==> src/rtl/seg_scan_driver_pkg.sv <==
// Shared types, FSM encodings and the active-low hex glyph table for the segment scan driver.
package seg_pkg;

   typedef logic [6:0] seg_t;

   localparam seg_t SEG_OFF = 7'h7F;

   localparam logic [1:0] ST_BLANK = 2'd0;
   localparam logic [1:0] ST_ON    = 2'd1;
   localparam logic [1:0] ST_OFF   = 2'd2;

   // Bit 0 is segment a, bit 6 is segment g; a 0 lights the segment.
   function automatic seg_t hex_to_seg_n(input logic [3:0] nib);
      seg_t g;
      case (nib)
         4'h0:    g = 7'h40;
         4'h1:    g = 7'h79;
         4'h2:    g = 7'h24;
         4'h3:    g = 7'h30;
         4'h4:    g = 7'h19;
         4'h5:    g = 7'h12;
         4'h6:    g = 7'h02;
         4'h7:    g = 7'h78;
         4'h8:    g = 7'h00;
         4'h9:    g = 7'h10;
         4'hA:    g = 7'h08;
         4'hB:    g = 7'h03;
         4'hC:    g = 7'h46;
         4'hD:    g = 7'h21;
         4'hE:    g = 7'h06;
         default: g = 7'h0E;
      endcase
      return g;
   endfunction

endpackage

==> src/rtl/seg_scan_driver_if.sv <==
// Display-side bundle: digit data and controls in, anode/segment drive and scan status out.
interface seg_scan_driver_if #(
   parameter int NUM_DIGITS = 2,
   parameter int BRIGHT_W   = 3
) ();

   localparam int IDX_W = $clog2(NUM_DIGITS);

   logic [4*NUM_DIGITS-1:0] digits;
   logic [NUM_DIGITS-1:0]   blank_mask;
   logic                    lz_suppress;
   logic [BRIGHT_W-1:0]     brightness;
   logic [NUM_DIGITS-1:0]   control;
   seg_pkg::seg_t           seg;
   logic [IDX_W-1:0]        digit_idx;
   logic                    frame_start;

   modport master (
      output digits, blank_mask, lz_suppress, brightness,
      input  control, seg, digit_idx, frame_start
   );

   modport slave (
      input  digits, blank_mask, lz_suppress, brightness,
      output control, seg, digit_idx, frame_start
   );

endinterface

==> src/rtl/seg_scan_driver_scan_timer.sv <==
// Slot phase counter and digit index; digit_idx/frame_start are registered to line up
// with the registered anode/segment outputs of the top level.
module scan_timer #(
   parameter  int NUM_DIGITS  = 2,
   parameter  int SLOT_CYCLES = 100000,
   localparam int PW = (SLOT_CYCLES > 1) ? $clog2(SLOT_CYCLES) : 1,
   localparam int IW = $clog2(NUM_DIGITS)
) (
   input  logic          clk,
   input  logic          reset,
   output logic [PW-1:0] phase,
   output logic [IW-1:0] cur_idx,
   output logic [IW-1:0] digit_idx,
   output logic          frame_start
);

   localparam logic [PW-1:0] LAST_PHASE = PW'(SLOT_CYCLES - 1);
   localparam logic [IW-1:0] LAST_IDX   = IW'(NUM_DIGITS - 1);

   always_ff @(posedge clk) begin
      if (!reset) begin
         phase       <= '0;
         cur_idx     <= '0;
         digit_idx   <= '0;
         frame_start <= 1'b0;
      end else begin
         frame_start <= (phase == '0) && (cur_idx == '0);
         digit_idx   <= cur_idx;
         if (phase == LAST_PHASE) begin
            phase   <= '0;
            cur_idx <= (cur_idx == LAST_IDX) ? '0 : cur_idx + IW'(1);
         end else begin
            phase <= phase + PW'(1);
         end
      end
   end

endmodule

==> src/rtl/seg_scan_driver.sv <==
// Time-multiplexed common-anode seven-segment driver with blanking interval, brightness
// PWM, per-digit masking and leading-zero suppression. All pin outputs are registered.
module seg_scan_driver
   import seg_pkg::*;
#(
   parameter int NUM_DIGITS   = 2,
   parameter int SLOT_CYCLES  = 100000,
   parameter int BLANK_CYCLES = 2000,
   parameter int BRIGHT_W     = 3
) (
   input logic              clk,
   input logic              reset,
   seg_scan_driver_if.slave disp
);

   localparam int PW     = (SLOT_CYCLES > 1) ? $clog2(SLOT_CYCLES) : 1;
   localparam int IW     = $clog2(NUM_DIGITS);
   localparam int WINDOW = SLOT_CYCLES - BLANK_CYCLES;
   localparam int PRODW  = PW + BRIGHT_W + 1;
   localparam int OLW    = PW + 1;
   localparam int EW     = PW + 2;

   logic [PW-1:0]         phase;
   logic [IW-1:0]         cur_idx;

   logic [3:0]            live_nib,    slot_nib,    eff_nib;
   logic                  live_dark,   slot_dark,   eff_dark;
   logic [OLW-1:0]        live_on_len, slot_on_len, eff_on_len;
   logic                  hi_zero;
   logic [PRODW-1:0]      prod;
   logic [EW-1:0]         on_end;

   logic [1:0]            state, base, state_n;
   logic [NUM_DIGITS-1:0] control_q;
   seg_t                  seg_q;

   scan_timer #(
      .NUM_DIGITS (NUM_DIGITS),
      .SLOT_CYCLES(SLOT_CYCLES)
   ) u_timer (
      .clk        (clk),
      .reset      (reset),
      .phase      (phase),
      .cur_idx    (cur_idx),
      .digit_idx  (disp.digit_idx),
      .frame_start(disp.frame_start)
   );

   // Snapshot candidates taken from the live inputs; only used on the phase-0 cycle.
   always_comb begin
      live_nib = disp.digits[4*cur_idx +: 4];
      hi_zero  = 1'b1;
      for (int unsigned i = 0; i < NUM_DIGITS; i++) begin
         if (i >= 32'(cur_idx) && disp.digits[4*i +: 4] != 4'h0) hi_zero = 1'b0;
      end
      live_dark   = disp.blank_mask[cur_idx] |
                    (disp.lz_suppress && (cur_idx != '0) && hi_zero);
      prod        = PRODW'(WINDOW) * (PRODW'(disp.brightness) + PRODW'(1));
      live_on_len = OLW'(prod >> BRIGHT_W);
   end

   // On phase 0 the slot registers are still loading, so bypass them with the live values.
   always_comb begin
      eff_nib    = (phase == '0) ? live_nib    : slot_nib;
      eff_dark   = (phase == '0) ? live_dark   : slot_dark;
      eff_on_len = (phase == '0) ? live_on_len : slot_on_len;
      on_end     = EW'(BLANK_CYCLES) + EW'(eff_on_len);
   end

   // state is the phase of the cycle now showing on the pins; state_n is the next one.
   always_comb begin
      base    = (phase == '0) ? ST_BLANK : state;
      state_n = base;
      case (base)
         ST_BLANK: begin
            if (EW'(phase) == EW'(BLANK_CYCLES))
               state_n = (eff_on_len == '0) ? ST_OFF : ST_ON;
         end
         ST_ON: begin
            if (EW'(phase) == on_end) state_n = ST_OFF;
         end
         default: state_n = base;
      endcase
   end

   always_ff @(posedge clk) begin
      if (!reset) begin
         state       <= ST_BLANK;
         slot_nib    <= '0;
         slot_dark   <= 1'b0;
         slot_on_len <= '0;
         control_q   <= '1;
         seg_q       <= SEG_OFF;
      end else begin
         state <= state_n;
         if (phase == '0) begin
            slot_nib    <= live_nib;
            slot_dark   <= live_dark;
            slot_on_len <= live_on_len;
         end
         if (state_n == ST_ON && !eff_dark) begin
            control_q <= ~(NUM_DIGITS'(1) << cur_idx);
            seg_q     <= hex_to_seg_n(eff_nib);
         end else begin
            control_q <= '1;
            seg_q     <= SEG_OFF;
         end
      end
   end

   assign disp.control = control_q;
   assign disp.seg     = seg_q;

endmodule
==> src/flat_wrapper.sv <==
// flat-port wrapper written by rule: the top's interface ports become plain ports
module seg_scan_driver_flat import seg_pkg::*;
#(
   parameter int NUM_DIGITS   = 2,
   parameter int SLOT_CYCLES  = 100000,
   parameter int BLANK_CYCLES = 2000,
   parameter int BRIGHT_W     = 3
)
  (clk, reset, disp_digits, disp_blank_mask, disp_lz_suppress, disp_brightness, disp_control, disp_seg, disp_digit_idx, disp_frame_start);
  seg_scan_driver_if #(.NUM_DIGITS(NUM_DIGITS), .BRIGHT_W(BRIGHT_W)) disp_i ();
  input logic clk;
  input logic reset;
  input wire logic [$bits(disp_i.digits)-1:0] disp_digits;
  input wire logic [$bits(disp_i.blank_mask)-1:0] disp_blank_mask;
  input wire logic [$bits(disp_i.lz_suppress)-1:0] disp_lz_suppress;
  input wire logic [$bits(disp_i.brightness)-1:0] disp_brightness;
  output wire logic [$bits(disp_i.control)-1:0] disp_control;
  output wire logic [$bits(disp_i.seg)-1:0] disp_seg;
  output wire logic [$bits(disp_i.digit_idx)-1:0] disp_digit_idx;
  output wire logic [$bits(disp_i.frame_start)-1:0] disp_frame_start;
  assign disp_i.digits = disp_digits;
  assign disp_i.blank_mask = disp_blank_mask;
  assign disp_i.lz_suppress = disp_lz_suppress;
  assign disp_i.brightness = disp_brightness;
  assign disp_control = disp_i.control;
  assign disp_seg = disp_i.seg;
  assign disp_digit_idx = disp_i.digit_idx;
  assign disp_frame_start = disp_i.frame_start;
  seg_scan_driver #(.NUM_DIGITS(NUM_DIGITS), .SLOT_CYCLES(SLOT_CYCLES), .BLANK_CYCLES(BLANK_CYCLES), .BRIGHT_W(BRIGHT_W)) u_core (.clk(clk), .reset(reset), .disp(disp_i));
endmodule
==> config.mk <==
export PLATFORM = sky130hd
export DESIGN_NAME = seg_scan_driver_flat
export DESIGN_NICKNAME = d
export VERILOG_FILES = /design/src/rtl/seg_scan_driver_pkg.sv /design/src/rtl/seg_scan_driver_if.sv /design/src/rtl/seg_scan_driver_scan_timer.sv /design/src/rtl/seg_scan_driver.sv /design/src/flat_wrapper.sv
export SDC_FILE = /design/constraint.sdc
export NUM_CORES = 1
export LEC_CHECK = 0
export ABC_AREA = 0
export BUFFER_PORTS_ARGS = -buffer_cell sky130_fd_sc_hd__buf_2
export CAP_MARGIN = 40
export CORE_MARGIN = 2
export CORE_UTILIZATION = 35
export DETAILED_ROUTE_END_ITERATION = 8
export GPL_ROUTABILITY_DRIVEN = 0
export MAX_ROUTING_LAYER = met4
export PLACE_DENSITY = 0.6
export SLEW_MARGIN = 20
export SYNTH_ARGS = -nofsm -noshare
export SYNTH_HDL_FRONTEND = slang
export SYNTH_SLANG_ARGS = --single-unit
==> constraint.sdc <==
create_clock -name clk -period 5.74 [get_ports clk]
set_clock_uncertainty 0.05 [all_clocks]
set_input_delay 0.287 -clock clk [delete_from_list [all_inputs] [get_ports clk]]
set_output_delay 0.287 -clock clk [all_outputs]
set_load 0.01 [all_outputs]
==> metrics.md <==
| Metric | Value |
|---|---|
| Non-Filler Instances | `702` |
| GRT met3 Usage | `1.90%` |
| Die Ht | `115 um` |
| DP Area | `4600 um^2` |
| DR DRC count | `0` |
| Global route hottest layer | `met2` |
| Antenna cell count | `0` |
| Register area share after synthesis | `25.1%` |
| Crit. End Element | `flop` |
| Clk buf depth | `2` |
| CTS Buf Count | `5` |
| Static Leak | `1.96 nW` |
| PwrDens | `322 nW/um^2` |
| First-pass GRT wire length | `18200 um` |
| Syn Std Cell Area | `4310 um^2` |
| Starting Density | `35.9%` |
| Final core occ | `39.8%` |
| Core area | `12000 um^2` |
| Crit Path Class | `in2reg` |
| Largest net degree at the start of global routing | `45` |
| Post-synth EDFFs | `0` |
| Tightest Pin Transition | `0.664 ns` |
| # clock sinks | `54` |
| Starting DRT DRC Count | `219` |
| RSZ-0062 raised after global routing | `false` |
| Post-CTS Hold Buffers | `0` |
| Remaining global-route overflow | `0` |
| Worst hold stages | `5` |
| DP Worst Slack | `-0.0211 ns` |
| Maxcap violations | `0` |
| Final worst slack | `0.402 ns` |
| CP Data Required Time | `5.88 ns` |
| Netlist cell types | `65` |
| Via count | `3857` |
| Initial antenna violation count | `0` |
| Final #Nets | `610` |
| Synth warn | `0` |
| Worst Path Max Fanout | `13` |
| F_max | `187 MHz` |
| Routed length per instance | `15.2 um` |
| Final count of negative-setup-slack endpoints | `0` |
| Die area | `13200 um^2` |
| Dpl cells | `694` |
| Slew Limit Fails | `0` |
| Root Driver | `clkbuf_16` |
| Clock Latency Late Sink | `0.30 ns` |
| Async SR Flop Fraction | `0%` |
| Post-Synthesis Net Count | `589` |
| CTS tree | `yes` |
| Type of the most critical hold path | `in2reg` |
| Dpl hpwl | `8190 um` |
| Top FF cell, synth | `dfxtp_1` |
| Antenna violation net count after detailed routing | `0` |
| Fin. Hold Viols | `0` |
| Flops & latches, synth | `54` |
| Critical path startpoint category | `input pin` |
| Pre-Repair DR Iteration Count | `5` |
| Design Area, Final | `4780 um^2` |
| Slew headroom | `55.3%` |
| Mapped Cells | `533` |
| Reg2reg path depth | `17` |
| Met1 Use GR | `22.3%` |
| Post-CTS Repair Setup Buffers | `0` |
| Period minus WS final | `5.34 ns` |
| Tcrit/Tclk final | `93.0%` |
| Die width | `115 um` |
| Status | `finished clean` |
| Worst VDD drop | `0.134 mV` |
| Gr usage total | `17.4%` |
| Fin Hold WS | `0.385 ns` |
| Number of global-route vias before repair | `3791` |
| PortBufs | `26` |
| Area growth, synth to finish | `10.9%` |
| GR Layer Usage met2 | `29.2%` |
| Clock Pin Slew Worst Setup and Hold Paths | `0.08 ns` |
| Detailed Route WL | `10700 um` |
| H-tree Lvls | `2` |
| Mapped Avg Cell Area | `8.08 um^2` |
| # IOs | `27` |
| # rows | `40` |
| Crit path DAT | `5.48 ns` |
| Share of layout cells above drive strength 1 | `11.0%` |
| Post-DR vias/cell | `5.49` |
-- cells in the mapped netlist (all sizes together) (9+ instances only) --
library cell / number / area (um^2)
nor4: 9 / 62.6
xor2: 20 / 175
a21oi: 30 / 154
o21ai: 20 / 100
ha: 34 / 425
nor2b: 20 / 125
dfxtp: 54 / 1080
mux2i: 15 / 150
and2: 12 / 75.1
nor2: 47 / 193
clkbuf: 18 / 67.6
inv: 30 / 113
xnor2: 21 / 184
nand2: 45 / 169
nand2b: 9 / 56.3
a211oi: 10 / 75.1
nand3: 15 / 75.1
nand4: 12 / 75.1
and3: 13 / 81.3
-- timing repair --
action,CTS,global route
hold endpoints to repair,0,0
setup endpoints to repair,0,10
gates resized for setup,0,3
-- per-layer routing --
layer	wire length (um)	share of wire [%]	vias up
met1	5050	47	1813
met5	0	0	-
met2	5040	47	76
met3	356	3.3	19
li1	-	-	1949
met4	206	1.9	0
-- flip-flops by register name, summed over array words and instances, names as in the netlist --
name and flops:
u_core.u_timer.phase 17, u_core.slot_nib 4, u_core.disp.seg 7, u_core.u_timer.cur_idx 1
u_core.slot_dark 1, u_core.u_timer.frame_start 1, u_core.state 2, u_core.slot_on_len 18
u_core.u_timer.digit_idx 1, u_core.disp.control 2
-- cell families (layout without fill, tap and decap cells) --
group,count (synthesis),in the layout,share of synthesized area [%]
muxes,15,15,3.49
and+or+nand+nor,210,210,25.9
xor gates and xnor gates,41,41,8.34
buffers and inverters,52,74,4.76
AOI/OAI and AO/OA,121,121,19.8
adders and majority gates,40,40,12.7
DFF,54,54,25.1
-- final timing paths --
check	slack (ns)	to	startpoint
hold / removal	0.38	u_core.slot_nib[3]	disp_digits[3]
setup / recovery	0.40	u_core.state[0]	disp_brightness[0]
setup reg to reg	0.87	u_core.state[0]	u_core.u_timer.phase[1]
hold reg to reg	0.44	u_core.u_timer.phase[0]	u_core.u_timer.phase[0]
-- per-stage QoR --
| step | TNS [ns] | power [W] |
|---|---|---|
| floorplan | 0 | 0.00103 |
| global route | 0 | 0.00165 |
| global placement | 0 | 0.00120 |
| finish | 0 | 0.00154 |
| detailed placement | -0.0257 | 0.00121 |
| CTS | 0 | 0.00153 |
-- worst max-delay path, stage by stage --
cell and delay [ns]:
buf_2 0.31, inv_1 0.10, ha_1 0.35, inv_1 0.10
ha_1 0.34, ha_1 0.34, xnor2_1 0.14, ha_1 0.38
a21oi_1 0.35, nor2b_1 0.11, or4_1 0.45, and2_1 0.20
nand2_1 0.12, o21ai_0 0.08, or4_1 0.51, or4_1 0.55
a2111oi_4 0.41, nand4_1 0.15, and3_1 0.20
-- layout make-up --
type	instances	area (um^2)
clock buffers	6	139
clock inverters	2	17.5
fillers	1255	7240
inverters	30	113
multi-input cells	427	3040
flip-flops and latches	54	1080
well taps	147	184
repair buffers	36	203
-- cells in the final DEF (no fill, tap or decap), types with 5 or more instances in the layout --
cell,n
xor2_1,20
ha_1,34
nor2b_1,20
nand2_1,45
o21a_1,7
nand3_1,15
xnor2_1,21
inv_1,30
o21ai_0,19
or3_1,6
o211ai_1,6
nand2b_1,9
nor2_1,46
a21oi_1,29
buf_4,9
a211oi_1,10
nand4_1,12
and3_1,13
nor3_1,5
fa_1,6
clkbuf_16,5
buf_2,27
dfxtp_1,54
and2_1,12
nor4_1,8
mux2i_1,15
-- report_power, final --
group	internal (W)	leakage (nW)	switching [W]
combinational	0.000312	1.44	0.000477
clock	0.000176	0.0770	0.000142
sequential	0.000406	0.440	0.0000231
total	0.000893	1.96	0.000643
Note: power is estimated with default switching activity, not from simulation.
